**src/rtl/debug_mem_sequencer_if.sv**
```systemverilog
// Signal bundle between the debug command decoder / memory bus mux and the
// debug memory sequencer. The master side drives requests; the slave sequences them.
interface debug_mem_sequencer_if;
    logic       COMMIT;
    logic       DEBUG_REQ;
    logic       DEBUG_WR;
    logic       DEBUG_AUTO_INC;
    logic [7:0] DEBUG_COUNT;
    logic       DEBUG_XFER_READY;
    logic       DEBUG_ABORT;
    logic       CPU_HOLD;
    logic       MEM_RD;
    logic       MEM_WR;
    logic       DEBUG_DATA_LD;
    logic       DEBUG_ADDR_INC;
    logic       DEBUG_DONE;
    logic       BUSY;
    logic [8:0] DEBUG_REMAIN;

    modport master (
        output COMMIT, DEBUG_REQ, DEBUG_WR, DEBUG_AUTO_INC, DEBUG_COUNT,
               DEBUG_XFER_READY, DEBUG_ABORT,
        input  CPU_HOLD, MEM_RD, MEM_WR, DEBUG_DATA_LD, DEBUG_ADDR_INC,
               DEBUG_DONE, BUSY, DEBUG_REMAIN
    );

    modport slave (
        input  COMMIT, DEBUG_REQ, DEBUG_WR, DEBUG_AUTO_INC, DEBUG_COUNT,
               DEBUG_XFER_READY, DEBUG_ABORT,
        output CPU_HOLD, MEM_RD, MEM_WR, DEBUG_DATA_LD, DEBUG_ADDR_INC,
               DEBUG_DONE, BUSY, DEBUG_REMAIN
    );
endinterface

```
**src/rtl/debug_mem_sequencer.sv**
```systemverilog
// Runs 1-256 word debug memory bursts at instruction boundaries: waits for
// COMMIT, holds the CPU off the bus, and paces each word on DEBUG_XFER_READY.
module debug_mem_sequencer (
    input  logic                 CLK,
    input  logic                 RESET,
    debug_mem_sequencer_if.slave bus
);

    typedef enum logic [2:0] {
        IDLE,
        WAIT_COMMIT,
        HOLD,
        WAIT_RDY,
        ACCESS,
        LATCH,
        RELEASE
    } state_t;

    state_t     state;
    state_t     state_next;
    logic       wr_q;
    logic       auto_inc_q;
    logic [8:0] remain_q;

    // A count of zero encodes a full 256-word burst.
    function automatic logic [8:0] count_to_words(input logic [7:0] count);
        return (count == 8'd0) ? 9'd256 : {1'b0, count};
    endfunction

    function automatic logic [8:0] sat_dec(input logic [8:0] value);
        return (value == 9'd0) ? 9'd0 : value - 9'd1;
    endfunction

    always_ff @(posedge CLK) begin
        if (RESET) begin
            state    <= IDLE;
            remain_q <= 9'd0;
        end else begin
            state <= state_next;
            if (state == IDLE && bus.DEBUG_REQ)
                remain_q <= count_to_words(bus.DEBUG_COUNT);
            else if (state == LATCH)
                remain_q <= sat_dec(remain_q);
        end
    end

    // Direction and auto-increment only matter once a burst is under way.
    always_ff @(posedge CLK) begin
        if (state == IDLE && bus.DEBUG_REQ) begin
            wr_q       <= bus.DEBUG_WR;
            auto_inc_q <= bus.DEBUG_AUTO_INC;
        end
    end

    always_comb begin
        state_next = state;
        case (state)
            IDLE:        if (bus.DEBUG_REQ) state_next = WAIT_COMMIT;
            WAIT_COMMIT: begin
                if (bus.DEBUG_ABORT)
                    state_next = RELEASE;
                else if (bus.COMMIT)
                    state_next = HOLD;
            end
            HOLD:        state_next = WAIT_RDY;
            WAIT_RDY: begin
                if (bus.DEBUG_ABORT)
                    state_next = RELEASE;
                else if (bus.DEBUG_XFER_READY)
                    state_next = ACCESS;
            end
            ACCESS:      state_next = LATCH;
            LATCH: begin
                if (remain_q <= 9'd1 || bus.DEBUG_ABORT)
                    state_next = RELEASE;
                else
                    state_next = WAIT_RDY;
            end
            RELEASE:     state_next = IDLE;
            default:     state_next = IDLE;
        endcase
    end

    always_comb begin
        bus.CPU_HOLD       = 1'b0;
        bus.MEM_RD         = 1'b0;
        bus.MEM_WR         = 1'b0;
        bus.DEBUG_DATA_LD  = 1'b0;
        bus.DEBUG_ADDR_INC = 1'b0;
        bus.DEBUG_DONE     = 1'b0;
        bus.BUSY           = (state != IDLE);
        case (state)
            HOLD, WAIT_RDY: bus.CPU_HOLD = 1'b1;
            ACCESS: begin
                bus.CPU_HOLD = 1'b1;
                bus.MEM_WR   = wr_q;
                bus.MEM_RD   = ~wr_q;
            end
            LATCH: begin
                bus.CPU_HOLD       = 1'b1;
                bus.DEBUG_DATA_LD  = ~wr_q;
                bus.DEBUG_ADDR_INC = auto_inc_q;
            end
            RELEASE: bus.DEBUG_DONE = 1'b1;
            default: ;
        endcase
    end

    assign bus.DEBUG_REMAIN = remain_q;

endmodule

```
**src/flat_wrapper.sv**
```systemverilog
// flat-port wrapper written by rule: the top's interface ports become plain ports
module debug_mem_sequencer_flat 
  (CLK, RESET, bus_COMMIT, bus_DEBUG_REQ, bus_DEBUG_WR, bus_DEBUG_AUTO_INC, bus_DEBUG_COUNT, bus_DEBUG_XFER_READY, bus_DEBUG_ABORT, bus_CPU_HOLD, bus_MEM_RD, bus_MEM_WR, bus_DEBUG_DATA_LD, bus_DEBUG_ADDR_INC, bus_DEBUG_DONE, bus_BUSY, bus_DEBUG_REMAIN);
  debug_mem_sequencer_if bus_i ();
  input  logic CLK;
  input  logic RESET;
  input wire logic [$bits(bus_i.COMMIT)-1:0] bus_COMMIT;
  input wire logic [$bits(bus_i.DEBUG_REQ)-1:0] bus_DEBUG_REQ;
  input wire logic [$bits(bus_i.DEBUG_WR)-1:0] bus_DEBUG_WR;
  input wire logic [$bits(bus_i.DEBUG_AUTO_INC)-1:0] bus_DEBUG_AUTO_INC;
  input wire logic [$bits(bus_i.DEBUG_COUNT)-1:0] bus_DEBUG_COUNT;
  input wire logic [$bits(bus_i.DEBUG_XFER_READY)-1:0] bus_DEBUG_XFER_READY;
  input wire logic [$bits(bus_i.DEBUG_ABORT)-1:0] bus_DEBUG_ABORT;
  output wire logic [$bits(bus_i.CPU_HOLD)-1:0] bus_CPU_HOLD;
  output wire logic [$bits(bus_i.MEM_RD)-1:0] bus_MEM_RD;
  output wire logic [$bits(bus_i.MEM_WR)-1:0] bus_MEM_WR;
  output wire logic [$bits(bus_i.DEBUG_DATA_LD)-1:0] bus_DEBUG_DATA_LD;
  output wire logic [$bits(bus_i.DEBUG_ADDR_INC)-1:0] bus_DEBUG_ADDR_INC;
  output wire logic [$bits(bus_i.DEBUG_DONE)-1:0] bus_DEBUG_DONE;
  output wire logic [$bits(bus_i.BUSY)-1:0] bus_BUSY;
  output wire logic [$bits(bus_i.DEBUG_REMAIN)-1:0] bus_DEBUG_REMAIN;
  assign bus_i.COMMIT = bus_COMMIT;
  assign bus_i.DEBUG_REQ = bus_DEBUG_REQ;
  assign bus_i.DEBUG_WR = bus_DEBUG_WR;
  assign bus_i.DEBUG_AUTO_INC = bus_DEBUG_AUTO_INC;
  assign bus_i.DEBUG_COUNT = bus_DEBUG_COUNT;
  assign bus_i.DEBUG_XFER_READY = bus_DEBUG_XFER_READY;
  assign bus_i.DEBUG_ABORT = bus_DEBUG_ABORT;
  assign bus_CPU_HOLD = bus_i.CPU_HOLD;
  assign bus_MEM_RD = bus_i.MEM_RD;
  assign bus_MEM_WR = bus_i.MEM_WR;
  assign bus_DEBUG_DATA_LD = bus_i.DEBUG_DATA_LD;
  assign bus_DEBUG_ADDR_INC = bus_i.DEBUG_ADDR_INC;
  assign bus_DEBUG_DONE = bus_i.DEBUG_DONE;
  assign bus_BUSY = bus_i.BUSY;
  assign bus_DEBUG_REMAIN = bus_i.DEBUG_REMAIN;
  debug_mem_sequencer u_core (.CLK(CLK), .RESET(RESET), .bus(bus_i));
endmodule
```
**config.mk**
```make
export PLATFORM = sky130hd
export DESIGN_NAME = debug_mem_sequencer_flat
export DESIGN_NICKNAME = d
export VERILOG_FILES = /design/src/rtl/debug_mem_sequencer_if.sv /design/src/rtl/debug_mem_sequencer.sv /design/src/flat_wrapper.sv
export SDC_FILE = /design/constraint.sdc
export NUM_CORES = 1
export LEC_CHECK = 0
export CORE_MARGIN = 2
export CORE_UTILIZATION = 40
export CTS_CLUSTER_DIAMETER = 60
export DETAILED_ROUTE_END_ITERATION = 8
export PLACE_DENSITY_LB_ADDON = 0.3
export SYNTH_ARGS = -nofsm -noshare
export SYNTH_HDL_FRONTEND = slang
export SYNTH_SLANG_ARGS = --single-unit
```
**constraint.sdc**
```tcl
create_clock -name CLK -period 3.17 [get_ports CLK]
set_input_delay 0.317 -clock CLK [delete_from_list [all_inputs] [get_ports CLK]]
set_output_delay 0.317 -clock CLK [all_outputs]
set_load 0.1 [all_outputs]
```
==> run summary <==
Status = finished, final reports clean
Ports = 32
Final hold violations = 0
Worst EP arrival = 1940 ps
Setup violations, final = 0
TritonCTS clock tree = built
Chip height = 53.55 µm
ANT nets after route = 0
Worst r2r path cells = 6
DP Wirelength = 2.020 mm
Placed insts = 172
Post-synth top area share = 0.2446
Buffer and inverter count on the worst path = 1
DRT Pass-1 Iters = 4
Simple-Gate Fraction of Synth Area = 0.2803
Setup TNS = 0 ps
WL met3 = 203 µm
Layout cell share with drive strength beyond 1 = 0.1429
Switch share = 0.5466
Mux cell area share after synthesis = 0
Warnings from Yosys = 0
Maximum capacitance violations = 0
Overflow after GRT = 0
Power Density = 721.4 nW/µm²
Class of the most critical setup path = reg -> out
Inserted Diodes = 0
Initial antenna violation count = 0
Worst path cell trace = clkdlybuf4s50_1
Worst rel slew slack = 0.3484
Crit. End Element = primary output
Post-cts resize count = 0
CTS max path bufs = 2
Gpl congestion = 0.8772
First-pass GRT wire length = 4.554 mm
M1 WL = 1.204 mm
Row cnt = 17
Postcts setup bufs = 0
CTS Hold Bufs = 0
Sequential element share of the synthesized area = 0.3057
Sink Count = 14
Final worst path period need = 2254 ps
Synth cell types = 38
Placeable Area = 2276 µm²
Largest net degree at the start of global routing = 20
Post-synthesis cell count = 118
Pleak = 0.0004999 µW
Worst path slowest cell = clkdlybuf4s50_1
Worst hold path depth = 1
DRT Wirelength = 2.710 mm
Util after Layout = 0.5684
Clock-pin slew on the worst setup and hold paths = 100 ps
Synthesized-area fraction occupied by ao, oa, aoi and oai cells = 0.2701
Maximum clock frequency = 443.6 MHz
Root buffer cell = clkbuf_4
Syn Nets = 137
PortBufs = 31
Synthesized area per cell = 8.324 µm²
Number of register bits inferred by synthesis = 14
Hold path startpoint = bus_DEBUG_AUTO_INC
Clock Latency Late Sink = 300 ps
Flop-to-flop setup slack = 1290 ps
R2r endpoint = u_core.bus.DEBUG_REMAIN[1]
DR vias/cell = 5.949
Wire per inst = 15.49 µm
Reg power frac = 0.295
Die Span X = 53.55 µm
CP Launch Type = flip-flop
Full die area = 2868 µm²
Final worst setup slack = 915.6 ps
Post-Layout Cell Count = 175
Max incr delay on CP = 1180 ps
Top sig layer = met4
Main combinational cell family by area after synthesis = simple AND/OR/NAND/NOR gates
Post-Synth XOR/XNOR Area = 0.02675
Mapped Area = 982.2 µm²
CP required = 2850 ps
H-tree depth = 1
HP Class = in -> reg
Critical Path Fanout Max = 7
WL met2 = 1.253 mm
Worst VDD drop = 424.0 µV
Vias in the first global route = 979
Worst Hold Slack = 586.2 ps
Inserted Clock Buffers = 3
Comb pwr share = 0.589
P_sw = 510.2 µW
Top delay family on crit path = buffers and inverters
Initial DRC Count = 34
Residual DRC = 0
Synth top area cells = dfxtp_1 24%, edfxtp_1 6.1%, a21oi_1 5.6%, nor4b_4 4.8%, o21ai_0 4.1%
Worst-margin pin slew = 974.4 ps
Max-slew violation count = 0
Internal power = 423.1 µW
Gr usage total = 0.2195
Pre-CTS setup slack = 1056 ps
Clock power share = 0.116
R2R Path Start = u_core.bus.DEBUG_REMAIN[1]
Via count = 1,041
Fin crit share = 0.7112
Adder-Cell Fraction of Synth Area = 0.03822
Worst hold endpoint = u_core.auto_inc_q
Post-layout nets = 168
Clock Skew = 16.55 ps
Initial Util = 0.4316
Area leader, netlist = dfxtp_1
Synth-to-Final Area Change = 31.72%
RSZ-0062 raised after global routing = no
## synth_stat cells
library cell	n
nor3b_1	1
clkbuf_1	2
xor2_1	3
o22ai_1	3
a211oi_1	4
and3b_1	1
nor3_1	7
a22oi_1	3
nor4_4	1
o21bai_1	1
buf_6	2
a31oi_1	3
nand2_1	7
a21oi_1	11
nor2b_1	2
nor4b_1	1
ha_1	3
dfxtp_1	12
o21ai_0	8
buf_2	2
and4_1	1
nor4b_4	2
a311oi_1	1
nor2_2	1
edfxtp_1	2
and2_1	1
nand3_1	1
and3_1	1
o21a_1	1
a32oi_1	2
a222oi_1	1
nand3b_1	2
a32o_1	2
nor2_1	7
nor4_1	3
or4_1	2
inv_1	10
a2111oi_0	1
## cells by family (layout without fill, tap and decap cells)
group / count (synthesis) / after routing
buffers and inverters: 16 / 45
flip-flops: 14 / 14
XOR/XNOR: 3 / 3
AO/OA/AOI/OAI: 41 / 41
AND/OR/NAND/NOR: 41 / 41
adder cells (fa/ha/maj): 3 / 3
## sequential cells by signal, summed over array words and instances, names as in the netlist
| name | cells |
|---|---|
| u_core.auto_inc_q | 1 |
| u_core.state | 3 |
| u_core.bus.DEBUG_REMAIN | 9 |
| u_core.wr_q | 1 |
## per-stage QoR
step	instance area (µm²)	power, µW
after floorplan	988.4	707.7
after global placement	1271	817.4
after detailed placement	1271	825.3
after CTS	1294	930.8
after global routing	1294	990.8
final	1294	933.3
## power by group through the flow
stage | logic [µW] | registers [µW] | clock network (µW)
after global placement | 540 | 277 | 0
after global routing | 589 | 284 | 118
after floorplan | 323 | 384 | 0
after CTS | 548 | 275 | 108
final | 550 | 275 | 108
after detailed placement | 546 | 279 | 0
## routing by layer
layer / global-route usage / vias to the layer above
li1: - / 511
met4: 0.1111 / 0
met3: 0.03889 / 5
met2: 0.3436 / 46
met1: 0.2889 / 479
met5: 0 / -
## placed cells by master (no fill, tap or decap), drive strengths merged, types with 2 or more instances in the layout
cell type / n
o22ai: 3
nor4b: 3
a32oi: 2
buf: 13
or4: 2
a31oi: 3
a211oi: 4
inv: 10
a21oi: 11
nor4: 4
nand2: 7
clkbuf: 3
edfxtp: 2
xor2: 3
o21ai: 8
dfxtp: 12
ha: 3
nor2b: 2
a22oi: 3
nor3: 7
a32o: 2
nor2: 8
clkdlybuf4s50: 19
nand3b: 2
## cell type report
class | count | area [µm²]
multi-input combinational | 88 | 610.6
timing repair buffer | 32 | 287.8
clock buffer | 3 | 22.52
sequential | 14 | 300.3
inverter | 10 | 37.54
tap | 28 | 35.03
fill | 211 | 982.2
## worst max path at each step
stage | startpoint | endpoint | slack, ps | cells past startpoint
floorplan | u_core.state[2] | bus_MEM_RD | 430 | 3
global placement | bus_DEBUG_REQ | u_core.bus.DEBUG_REMAIN[7] | 1140 | 6
detailed placement | bus_DEBUG_REQ | u_core.bus.DEBUG_REMAIN[7] | 1060 | 6
CTS | u_core.bus.DEBUG_REMAIN[4] | bus_DEBUG_REMAIN[4] | 920 | 1
global route | u_core.bus.DEBUG_REMAIN[1] | bus_DEBUG_REMAIN[1] | 840 | 1
finish | u_core.bus.DEBUG_REMAIN[1] | bus_DEBUG_REMAIN[1] | 920 | 1
Power figures use the tool's default switching activity.
